File: src/rtl/k_mem_writer_if.sv
// Write-stream and read-port bundle for the k-coefficient memory.
// The master side is the host/training controller, the slave side is k_mem_writer.
interface k_mem_writer_if #(
    parameter int DWIDTH = 16,
    parameter int AWIDTH = 4
);
    logic              wr_valid;
    logic              wr_ready;
    logic [DWIDTH-1:0] wr_data;
    logic              rd_en;
    logic [AWIDTH-1:0] rd_addr;
    logic [DWIDTH-1:0] rd_data;
    logic              rd_valid;

    modport master (
        output wr_valid, wr_data, rd_en, rd_addr,
        input  wr_ready, rd_data, rd_valid
    );

    modport slave (
        input  wr_valid, wr_data, rd_en, rd_addr,
        output wr_ready, rd_data, rd_valid
    );
endinterface

File: src/rtl/k_mem_writer.sv
// k_mem_writer: 16-entry run-time loadable coefficient memory.
// A burst of unsigned Q6.10 coefficients arrives on a valid/ready stream and is
// written to consecutive (wrapping) addresses, each stored widened to Q8.24.
// A registered read port returns the Q6.10 view of any word with one cycle latency,
// reading the old contents when it hits the word being written on the same edge.
// Optional feature macro: K_MEM_CHECKSUM_EN enables a running 16-bit sum of the
// beats of the current/last burst on the checksum output; otherwise checksum is 0.
module k_mem_writer #(
    parameter int DWIDTH     = 16,
    parameter int AWIDTH     = 4,
    parameter int DWIDTH_TMP = 32
) (
    input  logic              clk,
    input  logic              rst_n,
    input  logic              start,
    input  logic [AWIDTH-1:0] base_addr,
    input  logic [AWIDTH:0]   len,
    output logic              busy,
    output logic              done,
    output logic [DWIDTH-1:0] checksum,
    k_mem_writer_if.slave     bus
);

    localparam int DEPTH      = 2 ** AWIDTH;
    // Q6.10 -> Q8.24 moves the binary point by 14 bits
    localparam int FRAC_SHIFT = 14;

    typedef enum logic [1:0] {
        IDLE = 2'd0,
        LOAD = 2'd1,
        DONE = 2'd2
    } state_t;

    state_t                state_q, state_d;
    logic [AWIDTH-1:0]     wr_ptr_q, wr_ptr_d;
    logic [AWIDTH:0]       remaining_q, remaining_d;
    logic [DWIDTH_TMP-1:0] mem_q [DEPTH];
    logic [DWIDTH_TMP-1:0] mem_d [DEPTH];
    logic [DWIDTH-1:0]     rd_data_q, rd_data_d;
    logic                  rd_valid_q, rd_valid_d;

    logic                  beat;
    logic                  start_accept;
    logic [DWIDTH_TMP-1:0] store_word;
    logic [DWIDTH_TMP-1:0] rd_word;
    logic                  unused_word_bits;

    // Widen the incoming coefficient into the stored Q8.24 word format
    assign store_word = DWIDTH_TMP'({bus.wr_data, {FRAC_SHIFT{1'b0}}});
    assign rd_word    = mem_q[bus.rd_addr];

    // The guard bits above and below the Q6.10 field are always zero and never read out
    assign unused_word_bits = ^{rd_word[DWIDTH_TMP-1:FRAC_SHIFT+DWIDTH], rd_word[FRAC_SHIFT-1:0]};

    // Burst FSM: next state, pointer/count updates and handshake outputs
    always_comb begin
        state_d      = state_q;
        wr_ptr_d     = wr_ptr_q;
        remaining_d  = remaining_q;
        bus.wr_ready = 1'b0;
        busy         = 1'b0;
        done         = 1'b0;
        beat         = 1'b0;
        start_accept = 1'b0;
        case (state_q)
            IDLE: begin
                if (start) begin
                    start_accept = 1'b1;
                    if (len != '0) begin
                        wr_ptr_d    = base_addr;
                        remaining_d = len;
                        state_d     = LOAD;
                    end else begin
                        state_d = DONE;
                    end
                end
            end
            LOAD: begin
                bus.wr_ready = 1'b1;
                busy         = 1'b1;
                if (bus.wr_valid) begin
                    beat        = 1'b1;
                    wr_ptr_d    = wr_ptr_q + AWIDTH'(1);
                    remaining_d = remaining_q - (AWIDTH + 1)'(1);
                    if (remaining_q == (AWIDTH + 1)'(1)) begin
                        state_d = DONE;
                    end
                end
            end
            DONE: begin
                done    = 1'b1;
                state_d = IDLE;
            end
            default: begin
                state_d = IDLE;
            end
        endcase
    end

    // Memory write: only the addressed word changes on an accepted beat
    always_comb begin
        mem_d = mem_q;
        if (beat) begin
            mem_d[wr_ptr_q] = store_word;
        end
    end

    // Read port: returns the Q6.10 field, or zero when not enabled
    always_comb begin
        rd_data_d  = '0;
        rd_valid_d = bus.rd_en;
        if (bus.rd_en) begin
            rd_data_d = rd_word[FRAC_SHIFT +: DWIDTH];
        end
    end

    // Control and read-port registers
    always_ff @(posedge clk or negedge rst_n) begin
        if (!rst_n) begin
            state_q     <= IDLE;
            wr_ptr_q    <= '0;
            remaining_q <= '0;
            rd_data_q   <= '0;
            rd_valid_q  <= 1'b0;
        end else begin
            state_q     <= state_d;
            wr_ptr_q    <= wr_ptr_d;
            remaining_q <= remaining_d;
            rd_data_q   <= rd_data_d;
            rd_valid_q  <= rd_valid_d;
        end
    end

    // Coefficient storage, cleared by reset so an aborted burst leaves no residue
    always_ff @(posedge clk or negedge rst_n) begin
        if (!rst_n) begin
            for (int i = 0; i < DEPTH; i++) begin
                mem_q[i] <= '0;
            end
        end else begin
            for (int i = 0; i < DEPTH; i++) begin
                mem_q[i] <= mem_d[i];
            end
        end
    end

    assign bus.rd_data  = rd_data_q;
    assign bus.rd_valid = rd_valid_q;

`ifdef K_MEM_CHECKSUM_EN
    logic [DWIDTH-1:0] checksum_q, checksum_d;

    // Running sum: restarts when a burst is accepted, holds after the burst ends
    always_comb begin
        checksum_d = checksum_q;
        if (start_accept) begin
            checksum_d = '0;
        end else if (beat) begin
            checksum_d = checksum_q + bus.wr_data;
        end
    end

    // Checksum register
    always_ff @(posedge clk or negedge rst_n) begin
        if (!rst_n) begin
            checksum_q <= '0;
        end else begin
            checksum_q <= checksum_d;
        end
    end

    assign checksum = checksum_q;
`else
    assign checksum = '0;
`endif

endmodule

File: src/flat_wrapper.sv
// flat-port wrapper written by rule: the top's interface ports become plain ports
module k_mem_writer_flat 
#(
    parameter int DWIDTH     = 16,
    parameter int AWIDTH     = 4,
    parameter int DWIDTH_TMP = 32
)
  (clk, rst_n, start, base_addr, len, busy, done, checksum, bus_wr_valid, bus_wr_data, bus_rd_en, bus_rd_addr, bus_wr_ready, bus_rd_data, bus_rd_valid);
  k_mem_writer_if #(.DWIDTH(DWIDTH), .AWIDTH(AWIDTH)) bus_i ();
  input  logic clk;
  input  logic rst_n;
  input  logic start;
  input  logic [AWIDTH-1:0] base_addr;
  input  logic [AWIDTH:0] len;
  output logic busy;
  output logic done;
  output logic [DWIDTH-1:0] checksum;
  input wire logic [$bits(bus_i.wr_valid)-1:0] bus_wr_valid;
  input wire logic [$bits(bus_i.wr_data)-1:0] bus_wr_data;
  input wire logic [$bits(bus_i.rd_en)-1:0] bus_rd_en;
  input wire logic [$bits(bus_i.rd_addr)-1:0] bus_rd_addr;
  output wire logic [$bits(bus_i.wr_ready)-1:0] bus_wr_ready;
  output wire logic [$bits(bus_i.rd_data)-1:0] bus_rd_data;
  output wire logic [$bits(bus_i.rd_valid)-1:0] bus_rd_valid;
  assign bus_i.wr_valid = bus_wr_valid;
  assign bus_i.wr_data = bus_wr_data;
  assign bus_i.rd_en = bus_rd_en;
  assign bus_i.rd_addr = bus_rd_addr;
  assign bus_wr_ready = bus_i.wr_ready;
  assign bus_rd_data = bus_i.rd_data;
  assign bus_rd_valid = bus_i.rd_valid;
  k_mem_writer #(.DWIDTH(DWIDTH), .AWIDTH(AWIDTH), .DWIDTH_TMP(DWIDTH_TMP)) u_core (.clk(clk), .rst_n(rst_n), .start(start), .base_addr(base_addr), .len(len), .busy(busy), .done(done), .checksum(checksum), .bus(bus_i));
endmodule
File: config.mk
export PLATFORM = sky130hd
export DESIGN_NAME = k_mem_writer_flat
export DESIGN_NICKNAME = d
export VERILOG_FILES = /design/src/rtl/k_mem_writer_if.sv /design/src/rtl/k_mem_writer.sv /design/src/flat_wrapper.sv
export SDC_FILE = /design/constraint.sdc
export NUM_CORES = 1
export LEC_CHECK = 0
export CORE_ASPECT_RATIO = 1.4
export CORE_MARGIN = 2
export CORE_UTILIZATION = 45
export CTS_CLUSTER_DIAMETER = 100
export DETAILED_ROUTE_END_ITERATION = 8
export SLEW_MARGIN = 20
export SYNTH_ARGS = -nofsm -noshare
export SYNTH_HDL_FRONTEND = slang
export SYNTH_SLANG_ARGS = --single-unit
File: constraint.sdc
create_clock -name clk -period 2.06 [get_ports clk]
set_input_delay 0.206 -clock clk [delete_from_list [all_inputs] [get_ports clk]]
set_output_delay 0.206 -clock clk [all_outputs]
set_load 0.005 [all_outputs]
=== Word-level counts from Yosys, hierarchy flattened ===
Cells that the tools add are included.
W data, S select, Z words.

* Add/sub/neg operators: 2
* $lt $le $gt $ge: 3
* Equality and inequality tests: 7
* Multiplexer cells: 24
* Bitwise logic cells: 2
* Reduce and logical (&&, ||, !) cells: 6

{| class="wikitable"
|+ Operator list
! kind !! number
|-
| $bwmux W512 || 1
|-
| $bmux W32 S4 || 1
|-
| $demux W32 S4 || 1
|-
| $mux W30 || 2
|-
| $mux W32 || 1
|-
| $mux W16 || 1
|-
| $mux W5 || 3
|-
| $mux W4 || 3
|-
| $ge A5 B5 Y1 const B || 2
|-
| $not A4 Y5 || 2
|-
| $pmux W5 S2 || 1
|-
| $mux W2 || 4
|-
| $pmux W4 S2 || 1
|-
| $eq A5 B1 Y1 const B || 1
|-
| $lt A5 B1 Y1 const B || 1
|-
| $reduce_bool A5 Y1 || 1
|-
| $sub A5 B1 Y5 const B || 1
|-
| $add A4 B1 Y4 const B || 1
|-
| $mux W1 || 4
|-
| $ne A2 B1 Y1 const B || 2
|-
| $ne A2 B2 Y1 const B || 2
|-
| $pmux W2 S2 || 1
|-
| $reduce_and A4 Y1 || 1
|-
| $reduce_and A3 Y1 || 1
|-
| other kinds (5) || 5
|}

* Flip-flop bits (word level): 540
* Bits of input ports: 34
* Output and inout port bits: 36
* Logic and storage cells: 65

=== Depth between registers and ports, before layout ===
* Word-level depth: 6
* Mapped depth: 8
* Depth with buffers taken out: 6

=== Worst setup path before layout ===
No wires, ideal clock.

* Path kind: reg-to-reg
* Start: register u_core.state_q[1]
* End: register u_core.mem_q[148] (netlist bit)
* Setup time: 125 ps
* Arrival: 1690 ps
* Data required time: 1935 ps
* Path slack: 245 ps
* Stages on the path, launching flop included: 8
* Buffers on the path: 3
* Period minus slack after synthesis: 1815 ps
* Cell sequence: dfrtp_1 -> buf_6 -> nand3b_4 -> nor3b_2 -> and2_1 -> buf_2 -> buf_6 -> mux2_2

* Cells in the longest elaborated chain, start to end: 2

{| class="wikitable"
|+ Ends and longest elaborated chain
! item !! RTL line !! RTL
|-
| from (decl) || k_mem_writer.sv:34 || <nowiki>state_t state_q, state_d;</nowiki>
|-
| from (signal assigned) || k_mem_writer.sv:126 || <nowiki>state_q <= state_d;</nowiki>
|-
| $eq A2 B1 Y1 || k_mem_writer.sv:65 || <nowiki>case (state_q)</nowiki>
|-
| $mux W1 || k_mem_writer.sv:65 ||
|-
| to (signal, indexed assignment) || k_mem_writer.sv:142 || <nowiki>mem_q[i] <= mem_d[i];</nowiki>
|-
| to (decl) || k_mem_writer.sv:37 || <nowiki>logic [DWIDTH_TMP-1:0] mem_q [DEPTH];</nowiki>
|}

Every way passes these cells.
A chain may end at the register's enable or synchronous reset.

=== Worst setup path after layout ===
* Start: register u_core.state_q[0]
* End: output done

* Cells in the longest elaborated chain, start to end: 2

{| class="wikitable"
|+ Ends and longest elaborated chain
! item !! RTL line !! RTL
|-
| $eq A2 B2 Y1 || k_mem_writer.sv:65 ||
|-
| $mux W1 || k_mem_writer.sv:65 ||
|-
| to (decl) || flat_wrapper.sv:16 || <nowiki>output logic done;</nowiki>
|}

Every way passes these cells.

==> impl_metrics.ini <==
[clocking]
cts_buffers = 28
path_clk_slew_ps = 60
cts_tree = done
cts_root_buffer = clkbuf_16
clock_path_buffers = 3
h-tree-depth = 1
cts_num_sinks = 284
clk_latency_ps = 550

[worst_setup_path]
crit_buf_inv = 2
critPathArrivalTime_ps = 1790
cp-startpoint = u_core.state_q[0]
rrSetupSlack_ps = 210
cpPeakStageDelay_ps = 500
crit_family = buffers and inverters
crit_required_ps = 1850
r2r-end = u_core.mem_q[251]
worstPathMaxFanout = 5
reg2reg_depth = 5
cp-start-kind = flip-flop
cp_cell_sequence = buf_4 -> nor2b_2 -> clkdlybuf4s50_1
end_kind = output pin
critPathKind = reg -> out
r2r_start = u_core.wr_ptr_q[0]
crit_path_top_delay_cell = clkdlybuf4s50_1

[global_routing]
grt_max_degree = 58
antenna_found_initial = 1
grt_use_total_pct = 21.7
grt_first_pass_wirelength_um = 51300
globalRouteOverflowTotal = 0
grt_pass1_vias = 8571

[floorplanning]
dieArea_mm2 = 0.0312
chipWidth_um = 150
rows = 74
core_mm2 = 0.0293
start_util_pct = 45.8
ios = 70
die_height_um = 208

[hold_path]
hold_class = in -> async

[route]
firstDrtPassIters = 4
vias_per_cell = 5.51
route.detailed.drc = 0
wirelength_um = 32700
drt_iter0_markers = 333
wl_per_cell_um = 23.1
antenna_left = 0
via_count = 7824

[finish]
fillCellCount = 2541
area_growth_pct = 17.0
final_area_mm2 = 0.0157
fin_nets = 1056
drive_gt1_share_pct = 39.9

[timing]
fmax_mhz = 502
setup_viol = 0
maxSlewHeadroom_pct = 52.8
finClkSkew_ps = 9.03
slew_violations = 0
worst_pin_slew_ps = 706
fin_crit_sh_pct = 96.8
fin_crit_ps = 1990
rsz0062_at_grt = no
holdWs_ps = 153
hold_viol = 0
fin_setup_tns_ps = 0

[synth]
synthesis.area_mm2 = 0.0134
syn_avg_cell_area_um2 = 14.2
syn_inst = 941
synth_cell_type_count = 46
synth_seq_cells = 284
yosysSeqAreaShare_pct = 53.1
synth_warnings = 0

[place]
dpl.hpwl_um = 21300
place.gp.congestion = 0.776
postPlaceCellArea_mm2 = 0.0146
port_buffers = 53

[pwr]
powerDensity_mw_per_mm2 = 1330
p_leak_nw = 7.31
peakVddDrop_mv = 0.744

[run_status]
status = completed

[job]
cap_viol_max_count = 0
[routing by layer]
metal | up-vias | wire [um] | track usage, %
met5 | - | 0 | 0
met3 | 48 | 1140 | 2.30
met2 | 128 | 17200 | 38.7
met1 | 4119 | 13700 | 28.1
li1 | 3529 | - | -
met4 | 0 | 680 | 4.98
[state kept, by name (all words and copies together), names as in the netlist]
signal / cells
u_core.mem_q: 256
u_core.bus.rd_data: 16
u_core.remaining_q: 5
u_core.wr_ptr_q: 4
u_core.state_q: 2
u_core.bus.rd_valid: 1
[area by class of cell]
cell class	instances	area, um^2	area share [%]
sequential	284	7110	45.4
multi-input combinational	577	5720	36.5
timing repair buffer	120	1320	8.41
clock buffer	44	882	5.63
tap	380	475	3.04
clock inverter	8	140	0.895
inverter	5	18.8	0.120
antenna	1	2.50	0.0160
[worst reg2reg max path, delay by kind of cell, from the launching register on]
family / cells / cell delay, ps
AND/OR/NAND/NOR: 1 / 220
multiplexers: 1 / 350
adder cells (fa/ha/maj): 1 / 380
flip-flops: 1 / 460
buffers and inverters: 2 / 320
[power breakdown]
part           switching [W]  internal [W]
combinational        0.00232       0.00363
sequential           0.00132       0.00804
clock                0.00216       0.00342
total                0.00580        0.0151
[synth_stat cells (all sizes together)]
cell type  count  share of area (%)
dfrtp        284                 53
mux2         256                 22
mux2i        102                7.6
buf           61                3.8
a22oi         47                2.6
nand2         36                1.6
clkbuf        29               0.81
o21ai         21               0.79
nand3         18               0.67
mux4          14                2.4
nand2b         8               0.37
a21oi          7               0.26
ha             6               0.56
nor2           6               0.17
and2           5               0.23
inv            5               0.14
nor2b          5               0.23
o211ai         5               0.32
nor3           4               0.23
o221a          4               0.34
a221oi         3               0.20
nor3b          2               0.23
a211oi         1              0.056
a31oi          1              0.047
and3           1              0.084
and3b          1              0.065
and4           1              0.065
conb           1              0.028
nand3b         1               0.15
nor4b          1              0.065
o211a          1              0.075
o22ai          1              0.047
o31a           1              0.065
or3            1              0.047
or4            1              0.056
[metrics by stage]
| stage | worst slack, ps | util (%) | power, W | std cells |
|---|---|---|---|---|
| 3_3_place_gp | 6.77 | 50.0 | 0.0152 | 1365 |
| 4_1_cts | 15.3 | 53.5 | 0.0211 | 1418 |
| 2_1_floorplan | 245 | - | 0.0137 | 956 |
| 5_1_grt | 3.16 | 53.5 | 0.0221 | 1419 |
| 3_5_place_dp | 3.79 | 50.0 | 0.0154 | 1365 |
| 6_report | 66.9 | 53.5 | 0.0209 | 1419 |
[how the worst max path moves through the flow]
| stage | cells past startpoint | endpoint | slack (ps) |
|---|---|---|---|
| after detailed placement | 6 | u_core.mem_q[175] | 4 |
| after global routing | 3 | busy | 3 |
| after global placement | 6 | u_core.mem_q[188] | 7 |
| after CTS | 3 | done | 20 |
| after floorplan | 7 | u_core.mem_q[148] | 240 |
| final | 3 | done | 70 |
[what timing repair did]
action	4_1_cts	5_1_grt
resized for setup	4	0
buffers inserted	0	0
hold buffers	1	0
endpoints found under the hold margin	284	0
endpoints found under the setup margin	3	0
[cells in the final DEF (no fill, tap or decap), types with 22 or more instances in the layout]
cell             count
a22oi_1             47
buf_12              22
buf_4               44
clkbuf_16           29
clkdlybuf4s50_1     51
dfrtp_1            283
mux2_2             224
mux2_4              32
mux2i_1            102
nand2_1             24
[cell families (layout without fill, tap and decap cells)]
group           count (synthesis)  after routing  synth area share, %
other cells                     1             17               0.0280
compound gates                 92             92                 4.82
fa+ha+maj                       6              6                0.561
buf+inv                        95            177                 4.77
mux                           372            372                 32.4
simple gates                   91             91                 4.33
flops                         284            284                 53.1
Note: power is estimated with default switching activity, not from simulation.
==> variant: new RTL, same flow settings <==
The 3 states of `state_t` get a one-hot encoding in 3 bits.
--- a/src/rtl/k_mem_writer.sv
+++ b/src/rtl/k_mem_writer.sv
@@ -27,6 +27,6 @@
 
-    typedef enum logic [1:0] {
-        IDLE = 2'd0,
-        LOAD = 2'd1,
-        DONE = 2'd2
+    typedef enum logic [2:0] {
+        IDLE = 3'b001,
+        LOAD = 3'b010,
+        DONE = 3'b100
     } state_t;
Function: no difference found for any inputs over 4 cycles, from zero or initial values and one cycle with rst_n low; so few cycles prove little.
==> variant against the unedited design <==
  * Utilization is 0.43 points lower
  * Sequential cell count is 1 higher
  * Power is 20% lower
  * Synthesized area is 1.9% lower
  * Global-route usage is 1.2 points lower
  * Worst setup slack worse by 0.013 ns
  * Critical endpoint is now bus_wr_ready
  * Design area is 1.7% lower
  * Largest power group unchanged
  * Routed wire length is 6.0% lower
==> variant: results <==
export IMPL_status="completed"
export IMPL_comb_power_uw=3520
export IMPL_async_flop_share_pct=100
export IMPL_ant_nets=0
export IMPL_nonClkBufAreaFrac_pct=8.46
export IMPL_postSynthCellCount=952
export IMPL_cp_max_fo=4
export IMPL_num_antenna_cells=0
export IMPL_fillCellCount=2484
export IMPL_grt_max_degree=56
export IMPL_yosys_top_cells_area="dfrtp_1 54%, mux2_2 22%, mux2i_1 8.5%, a22oi_1 3.1%, buf_4 1.9%"
export IMPL_drive_above_1_share_pct=37.6
export IMPL_relSlewSlack_pct=54.9
export IMPL_fin_nets=1071
export IMPL_track_usage_pct=20.4
export IMPL_vias_per_cell=5.51
export IMPL_clock_skew_ns=0.0193
export IMPL_drt_wl_total_um=30800
export IMPL_inv_count=10
export IMPL_hold_class="in2reg"
export IMPL_routedWlPerCell_um=21.5
export IMPL_synth_seq_area_share_pct=54.3
export IMPL_synth_adder_area_share_pct=0.572
export IMPL_clock_buffers=47
export IMPL_signal_buffers=121
export IMPL_synth_seq_cells=285
export IMPL_vdd_drop_max_uv=675
export IMPL_antenna_found_initial=0
export IMPL_routed_wl_met2_um=15500
export IMPL_met1_usage_pct=27.8
export IMPL_multi_input_gates=585
export IMPL_use_met3_pct=2.45
export IMPL_pg_seq_uw=8100
export IMPL_routabilityCongestion=0.767
export IMPL_grt_pass1_wl_um=47900
export IMPL_grt_use_met2_pct=35.8
export IMPL_max_stage_delay_ns=0.53
export IMPL_clk_share_pct=5.93
export IMPL_cts_resized=0
export IMPL_static_leakage_power_uw=0.00753
export IMPL_multiInputGateArea_um2=5530
export IMPL_seq_share_pct=46.3
export IMPL_hpwlAfterDp_um=19800
export IMPL_wl_met3_um=1220
==> variant: cell types whose count changed in the layout (fill, tap and decap cells not counted), moves of 5 or more <==
cell     delta
mux2_2     +32
mux2_4     -32
mux2i_1     +9
a22oi_1     +7
inv_1       +5
mux4_2      -5
==> variant: metrics by stage <==
step,cell area (µm²),setup WS (ns),TNS (ns)
detailed placement,14500,-0.0567,-4.92
global placement,14500,-0.0509,-2.60
finish,15400,0.0539,0
global route,15400,-0.00291,-0.00291
CTS,15400,0.0117,0
floorplan,13200,0.190,0
==> variant: worst paths after layout <==
path                                         from                   to  slack [ns]  cells past startpoint
worst max-delay path            u_core.state_q[2]         bus_wr_ready        0.05                      3
worst min-delay path                    bus_rd_en  u_core.bus.rd_valid        0.16                      1
worst max register to register  u_core.state_q[0]    u_core.mem_q[317]        0.19                      5
worst min register to register  u_core.mem_q[409]    u_core.mem_q[409]        0.50                      1
max in group asynchronous                   rst_n    u_core.mem_q[211]        1.14                      3
min in group asynchronous                   rst_n    u_core.mem_q[381]        0.19                      2
